==> config.mk <==
export PLATFORM = sky130hd
export DESIGN_NAME = receiver_timing_control_flat
export DESIGN_NICKNAME = d
export VERILOG_FILES = /design/src/rtl/receiver_timing_control_if.sv /design/src/rtl/receiver_timing_control.sv /design/src/flat_wrapper.sv
export SDC_FILE = /design/constraint.sdc
export NUM_CORES = 1
export LEC_CHECK = 0
export BUFFER_PORTS_ARGS = -buffer_cell sky130_fd_sc_hd__buf_2
export CORE_MARGIN = 8
export CORE_UTILIZATION = 30
export CTS_BUF_LIST = sky130_fd_sc_hd__clkbuf_8
export DETAILED_ROUTE_END_ITERATION = 6
export GPL_ROUTABILITY_DRIVEN = 0
export SLEW_MARGIN = 10
export SYNTH_ARGS = -nofsm -noshare
export SYNTH_HDL_FRONTEND = slang
export SYNTH_SLANG_ARGS = --single-unit
==> constraint.sdc <==
create_clock -name BCLK -period 1.9 [get_ports BCLK]
set_input_delay 0.285 -clock BCLK [delete_from_list [all_inputs] [get_ports BCLK]]
set_output_delay 0.285 -clock BCLK [all_outputs]
set_load 0.02 [all_outputs]
==> src/rtl/receiver_timing_control_if.sv <==
// Receiver bus interface: serial line and consumer handshake in, byte and status out.
//   rx            serial line, idle high, asynchronous to BCLK
//   rx_ack        consumer has taken rx_data (pulse or level)
//   rx_data       last received byte, LSB = first data bit
//   data_ready    unread byte present in rx_data
//   framing_error stop bit of last completed frame sampled low
//   overrun_error a frame completed while data_ready was still set
//   rx_busy       frame reception in progress
interface receiver_timing_control_if #(
  parameter int unsigned DATA_BITS = 8
);
  logic                 rx;
  logic                 rx_ack;
  logic [DATA_BITS-1:0] rx_data;
  logic                 data_ready;
  logic                 framing_error;
  logic                 overrun_error;
  logic                 rx_busy;

  // Line/consumer side.
  modport master (
    output rx, rx_ack,
    input  rx_data, data_ready, framing_error, overrun_error, rx_busy
  );

  // Receiver side.
  modport slave (
    input  rx, rx_ack,
    output rx_data, data_ready, framing_error, overrun_error, rx_busy
  );
endinterface

==> src/rtl/receiver_timing_control.sv <==
// Oversampling serial receiver timing control.
// Synchronizes rx, finds the start bit at its mid-point, samples each data and
// stop bit once per bit time, and publishes the byte with ready/error flags.
// Ports:
//   BCLK  oversampling clock (OVERSAMPLE cycles per bit)
//   RST   asynchronous active-high reset
//   bus   receiver_timing_control_if.slave (rx, rx_ack in; rx_data and flags out)
module receiver_timing_control #(
  parameter int unsigned OVERSAMPLE = 16,
  parameter int unsigned DATA_BITS  = 8
) (
  input  logic                       BCLK,
  input  logic                       RST,
  receiver_timing_control_if.slave   bus
);

  localparam int unsigned SCNT_W = $clog2(OVERSAMPLE);
  localparam int unsigned BCNT_W = $clog2(DATA_BITS);

  localparam logic [SCNT_W-1:0] SCNT_HALF = SCNT_W'(OVERSAMPLE / 2 - 1);
  localparam logic [SCNT_W-1:0] SCNT_LAST = SCNT_W'(OVERSAMPLE - 1);
  localparam logic [BCNT_W-1:0] BCNT_LAST = BCNT_W'(DATA_BITS - 1);

  typedef enum logic [2:0] {
    S_IDLE  = 3'd0,
    S_START = 3'd1,
    S_DATA  = 3'd2,
    S_STOP  = 3'd3,
    S_BREAK = 3'd4
  } state_e;

  state_e               state_q, state_d;
  logic [SCNT_W-1:0]    scnt_q, scnt_d;
  logic [BCNT_W-1:0]    bcnt_q, bcnt_d;
  logic [DATA_BITS-1:0] shift_q, shift_d;
  logic [DATA_BITS-1:0] rx_data_q, rx_data_d;
  logic                 ready_q, ready_d;
  logic                 ferr_q, ferr_d;
  logic                 oerr_q, oerr_d;
  logic                 busy_q, busy_d;
  logic [1:0]           sync_q;
  logic                 rx_s;

  // Two-flop synchronizer; resets to the idle (high) line level.
  always_ff @(posedge BCLK or posedge RST) begin
    if (RST) begin
      sync_q <= 2'b11;
    end else begin
      sync_q <= {sync_q[0], bus.rx};
    end
  end

  assign rx_s = sync_q[1];

  // State and datapath registers.
  always_ff @(posedge BCLK or posedge RST) begin
    if (RST) begin
      state_q   <= S_IDLE;
      scnt_q    <= '0;
      bcnt_q    <= '0;
      shift_q   <= '0;
      rx_data_q <= '0;
      ready_q   <= 1'b0;
      ferr_q    <= 1'b0;
      oerr_q    <= 1'b0;
      busy_q    <= 1'b0;
    end else begin
      state_q   <= state_d;
      scnt_q    <= scnt_d;
      bcnt_q    <= bcnt_d;
      shift_q   <= shift_d;
      rx_data_q <= rx_data_d;
      ready_q   <= ready_d;
      ferr_q    <= ferr_d;
      oerr_q    <= oerr_d;
      busy_q    <= busy_d;
    end
  end

  // Next-state and output logic.
  always_comb begin
    state_d   = state_q;
    scnt_d    = scnt_q;
    bcnt_d    = bcnt_q;
    shift_d   = shift_q;
    rx_data_d = rx_data_q;
    ready_d   = ready_q;
    ferr_d    = ferr_q;
    oerr_d    = oerr_q;

    // Consumer acknowledge; a completing frame below takes priority.
    if (bus.rx_ack) begin
      ready_d = 1'b0;
      oerr_d  = 1'b0;
    end

    case (state_q)
      S_IDLE: begin
        if (!rx_s) begin
          state_d = S_START;
          scnt_d  = '0;
        end
      end

      // Re-check the line at the start bit mid-point to reject glitches.
      S_START: begin
        if (scnt_q == SCNT_HALF) begin
          scnt_d = '0;
          if (!rx_s) begin
            state_d = S_DATA;
            bcnt_d  = '0;
          end else begin
            state_d = S_IDLE;
          end
        end else begin
          scnt_d = scnt_q + SCNT_W'(1);
        end
      end

      // Bits arrive LSB first, so shifting in at the MSB leaves the byte right-aligned.
      S_DATA: begin
        if (scnt_q == SCNT_LAST) begin
          scnt_d  = '0;
          shift_d = {rx_s, shift_q[DATA_BITS-1:1]};
          if (bcnt_q == BCNT_LAST) begin
            state_d = S_STOP;
          end else begin
            bcnt_d = bcnt_q + BCNT_W'(1);
          end
        end else begin
          scnt_d = scnt_q + SCNT_W'(1);
        end
      end

      S_STOP: begin
        if (scnt_q == SCNT_LAST) begin
          scnt_d    = '0;
          rx_data_d = shift_q;
          ferr_d    = !rx_s;
          ready_d   = 1'b1;
          oerr_d    = ready_q && !bus.rx_ack;
          state_d   = rx_s ? S_IDLE : S_BREAK;
        end else begin
          scnt_d = scnt_q + SCNT_W'(1);
        end
      end

      // Held-low line after a bad stop bit; wait for idle before rearming.
      S_BREAK: begin
        if (rx_s) begin
          state_d = S_IDLE;
        end
      end

      default: begin
        state_d = S_IDLE;
      end
    endcase

    busy_d = (state_d != S_IDLE);
  end

  assign bus.rx_data       = rx_data_q;
  assign bus.data_ready    = ready_q;
  assign bus.framing_error = ferr_q;
  assign bus.overrun_error = oerr_q;
  assign bus.rx_busy       = busy_q;

endmodule

==> src/flat_wrapper.sv <==
// flat-port wrapper written by rule: the top's interface ports become plain ports
module receiver_timing_control_flat 
#(
  parameter int unsigned OVERSAMPLE = 16,
  parameter int unsigned DATA_BITS  = 8
)
  (BCLK, RST, bus_rx, bus_rx_ack, bus_rx_data, bus_data_ready, bus_framing_error, bus_overrun_error, bus_rx_busy);
  receiver_timing_control_if #(.DATA_BITS(DATA_BITS)) bus_i ();
  input  logic BCLK;
  input  logic RST;
  input wire logic [$bits(bus_i.rx)-1:0] bus_rx;
  input wire logic [$bits(bus_i.rx_ack)-1:0] bus_rx_ack;
  output wire logic [$bits(bus_i.rx_data)-1:0] bus_rx_data;
  output wire logic [$bits(bus_i.data_ready)-1:0] bus_data_ready;
  output wire logic [$bits(bus_i.framing_error)-1:0] bus_framing_error;
  output wire logic [$bits(bus_i.overrun_error)-1:0] bus_overrun_error;
  output wire logic [$bits(bus_i.rx_busy)-1:0] bus_rx_busy;
  assign bus_i.rx = bus_rx;
  assign bus_i.rx_ack = bus_rx_ack;
  assign bus_rx_data = bus_i.rx_data;
  assign bus_data_ready = bus_i.data_ready;
  assign bus_framing_error = bus_i.framing_error;
  assign bus_overrun_error = bus_i.overrun_error;
  assign bus_rx_busy = bus_i.rx_busy;
  receiver_timing_control #(.OVERSAMPLE(OVERSAMPLE), .DATA_BITS(DATA_BITS)) u_core (.BCLK(BCLK), .RST(RST), .bus(bus_i));
endmodule
==> impl_results.md <==
* Status: complete, no violations
* Fmax at between 500 and 600 MHz
* Worst Setup End Kind: flip-flop
* Worst-skew pair later-pin latency at about 0.29 ns
* Critical path peak fanout at 12
* Via count at between 800 and 900
* MaxCap Viol Count at 0
* Area delta synth->final at 17.4%
* Worst Path Class, Setup: flip-flop to flip-flop
* GR Util All Layers at ~8%
* Filler cells at around 470
* Drt wl/cell at approximately 14 um
* Synth Area in Compound Gates at approximately 9.1%
* Tcrit/Tclk final at 93.3%
* RSZ-0062 raised after global routing: no
* Core Area at 4630 um2
* Number of remaining DRC errors at 0
* Die Span X at around 85 um
* Layout cells sized above 1 at between 30% and 40%
* Syn Area/Cell at 12.8 um2
* Iteration count of the initial detailed-routing pass at 3
* Synthesized cell area at around 1400 um2
* Crit start category: flip-flop
* R2R Path End: u_core.bcnt_q[0]
* Synthesized Nets at roughly 120
* Critical path arrival at 1.94 ns
* Final setup viols at 0
* Die height at approximately 85 um
* Sequential element share of the synthesized area at about 57%
* Peak VDD IR at around 0.32 mV
* Post-route minimum period at 1.77 ns
* Simple-gate share of the synthesized area at 8.08%
* Crit path launch: u_core.scnt_q[0]
* Largest family of logic cells by synthesized area: multiplexers
* Pleak at about 0.86 nW
* Die ar. at 7150 um2
* Post-synth top flop: dfrtp_1
* Clock root cell: clkbuf_8
* Antenna Nets Post-Route at 0
* Num Clock Sinks at 32
* Initial antenna violation count at 0
* Critical path required time at between 2 and 2.5 ns
* Depth of the CTS H-tree at 2
* Synthesized flop and latch total at 32
* Reg2reg start: u_core.scnt_q[0]
* Dpl hpwl at between 1.5 and 2 mm
* Post-CTS setup buffers at 0
* PwrDens at between 1000 and 1500 nW/um2
* Min-delay worst type: input pin to asynchronous set/reset pin
* TritonCTS clock tree: done
* Clock buffer count from CTS at 5
* Layout Nets at roughly 140
* Distinct cells, synth at 28
* Setup TNS at 0 ns
* Vias in the first global route at 970
* Synth Warn # at 0
* Post-Synth Adder-Cell Area at ~2.7%
* Mapped Cells at 110
* Worst-case clock skew at 0.00438 ns
* Clock transition at path regs at 0.06 ns
* Initial drt markers at 41
* Final hold vios at 0
* Post-synth EDFFs at 0
* Ys async rst share at 100%
* Maximum root-to-sink buffer count at 2
* Reg2Reg Setup Slack at 0.13 ns
* Avg Vias per Cell at between 4 and 5
* Starting Density at between 30% and 40%
* Core Rows at 25
* Slew Limit Fails at 0
* # hold bufs at CTS at 0
* WL final at about 2.6 mm
* Worst slew pin tran at between 0.4 and 0.5 ns
* # resized after CTS at 0
* Total congestion overflow at 0
* Ant diodes at 0
* Total power draw at 2.00 mW
* # IOs at 16
* Port-buffer cells at 15
* Post-Synth XOR/XNOR Area at roughly 1.2%
* First-pass GRT wire length at roughly 4.6 mm
* Relative slew slack at 73.2%
* R2r worst-path depth at 5
* Mux contribution to synthesized area at between 10% and 20%
* Largest net degree at the start of global routing at 33
## registers in the layout (all words and copies together) (netlist names)
signal                    cells
u_core.bcnt_q                 3
u_core.bus.data_ready         1
u_core.bus.framing_error      1
u_core.bus.overrun_error      1
u_core.bus.rx_busy            1
u_core.bus.rx_data            8
u_core.scnt_q                 4
u_core.shift_q                8
u_core.state_q                3
u_core.sync_q                 2
## cell usage in the layout, fill, tap and decap left out, types with 2 or more instances in the layout
cell       instances
dfstp_2            2
buf_4              5
mux2_4             7
nand2_1            6
a21o_1             2
inv_1              8
dfrtp_1           30
ha_1               3
clkbuf_8           5
a2bb2oi_1          2
o21ai_0            8
a22o_1             2
nor2_1             7
xor2_1             2
a21oi_1            3
mux2_2            11
nand3_1            3
buf_2             15
## routing by layer
| metal | vias to the layer above | global-route usage [%] | wire, um |
|---|---|---|---|
| met3 | 8 | 3.32 | 148 |
| met4 | 0 | 4.85 | 65 |
| li1 | 424 | - | - |
| met1 | 435 | 8.80 | 1140 |
| met2 | 17 | 13.1 | 1210 |
| met5 | - | 0 | 0 |
## cell type report
cell class,count,area [um2],area share [%]
flip-flops and latches,32,803,48.6
multi-input cells,66,537,32.5
clock inverters,3,38.8,2.34
inverters,7,26.3,1.59
repair buffers,20,113,6.81
clock buffers,5,68.8,4.16
well taps,54,67.6,4.08
## cell usage after synthesis, types with 2 or more instances
master | count | area, um2
o21ai_0 | 8 | 40.0
a21oi_1 | 3 | 15.0
a2bb2oi_1 | 2 | 17.5
buf_4 | 2 | 15.0
a21o_1 | 2 | 15.0
dfstp_2 | 2 | 52.6
xor2_1 | 2 | 17.5
dfrtp_1 | 30 | 751
buf_6 | 2 | 22.5
nor2_1 | 7 | 26.3
mux2_2 | 11 | 124
mux2_4 | 7 | 105
a22o_1 | 2 | 17.5
ha_1 | 3 | 37.5
inv_1 | 7 | 26.3
nand2_1 | 6 | 22.5
nand3_1 | 3 | 15.0
## how the worst max path moves through the flow
stage | to
floorplan | u_core.bus.rx_data[0]
global placement | u_core.bcnt_q[0]
detailed placement | u_core.bcnt_q[0]
CTS | u_core.bcnt_q[0]
global route | u_core.bcnt_q[0]
finish | u_core.bcnt_q[0]
## stage by stage
stage               utilization, %  area, um2  setup WS (ns)  instances  hold slack [ns]
finish                        35.7       1650          0.128        187           0.0706
global route                  35.7       1650         0.0462        187           0.0772
CTS                           35.7       1650          0.131        187           0.0827
detailed placement            33.4       1550          0.136        179            0.351
global placement              33.4       1550          0.183        179            0.347
floorplan                        -       1410          0.276        110            0.289
## worst max-delay path: stages, from the launching register on
cell	delay (ns)
dfrtp_1	0.39
ha_1	0.26
nand2b_4	0.07
or3_4	0.47
a2bb2oi_1	0.19
mux2_2	0.28
## cells by family after synthesis
group           after synthesis
compound gates               20
xor+xnor                      2
fa+ha+maj                     3
buf+inv                      12
flops                        32
mux                          19
simple gates                 22
## where the power goes
| group | internal (mW) | total [mW] | leakage [nW] | switching, mW |
|---|---|---|---|---|
| logic | 0.215 | 0.483 | 0.384 | 0.269 |
| registers | 0.788 | 0.880 | 0.420 | 0.0923 |
| clock network | 0.383 | 0.632 | 0.0593 | 0.249 |
| total | 1.39 | 2.00 | 0.863 | 0.610 |
No activity file was read; power rests on OpenSTA's default activity.
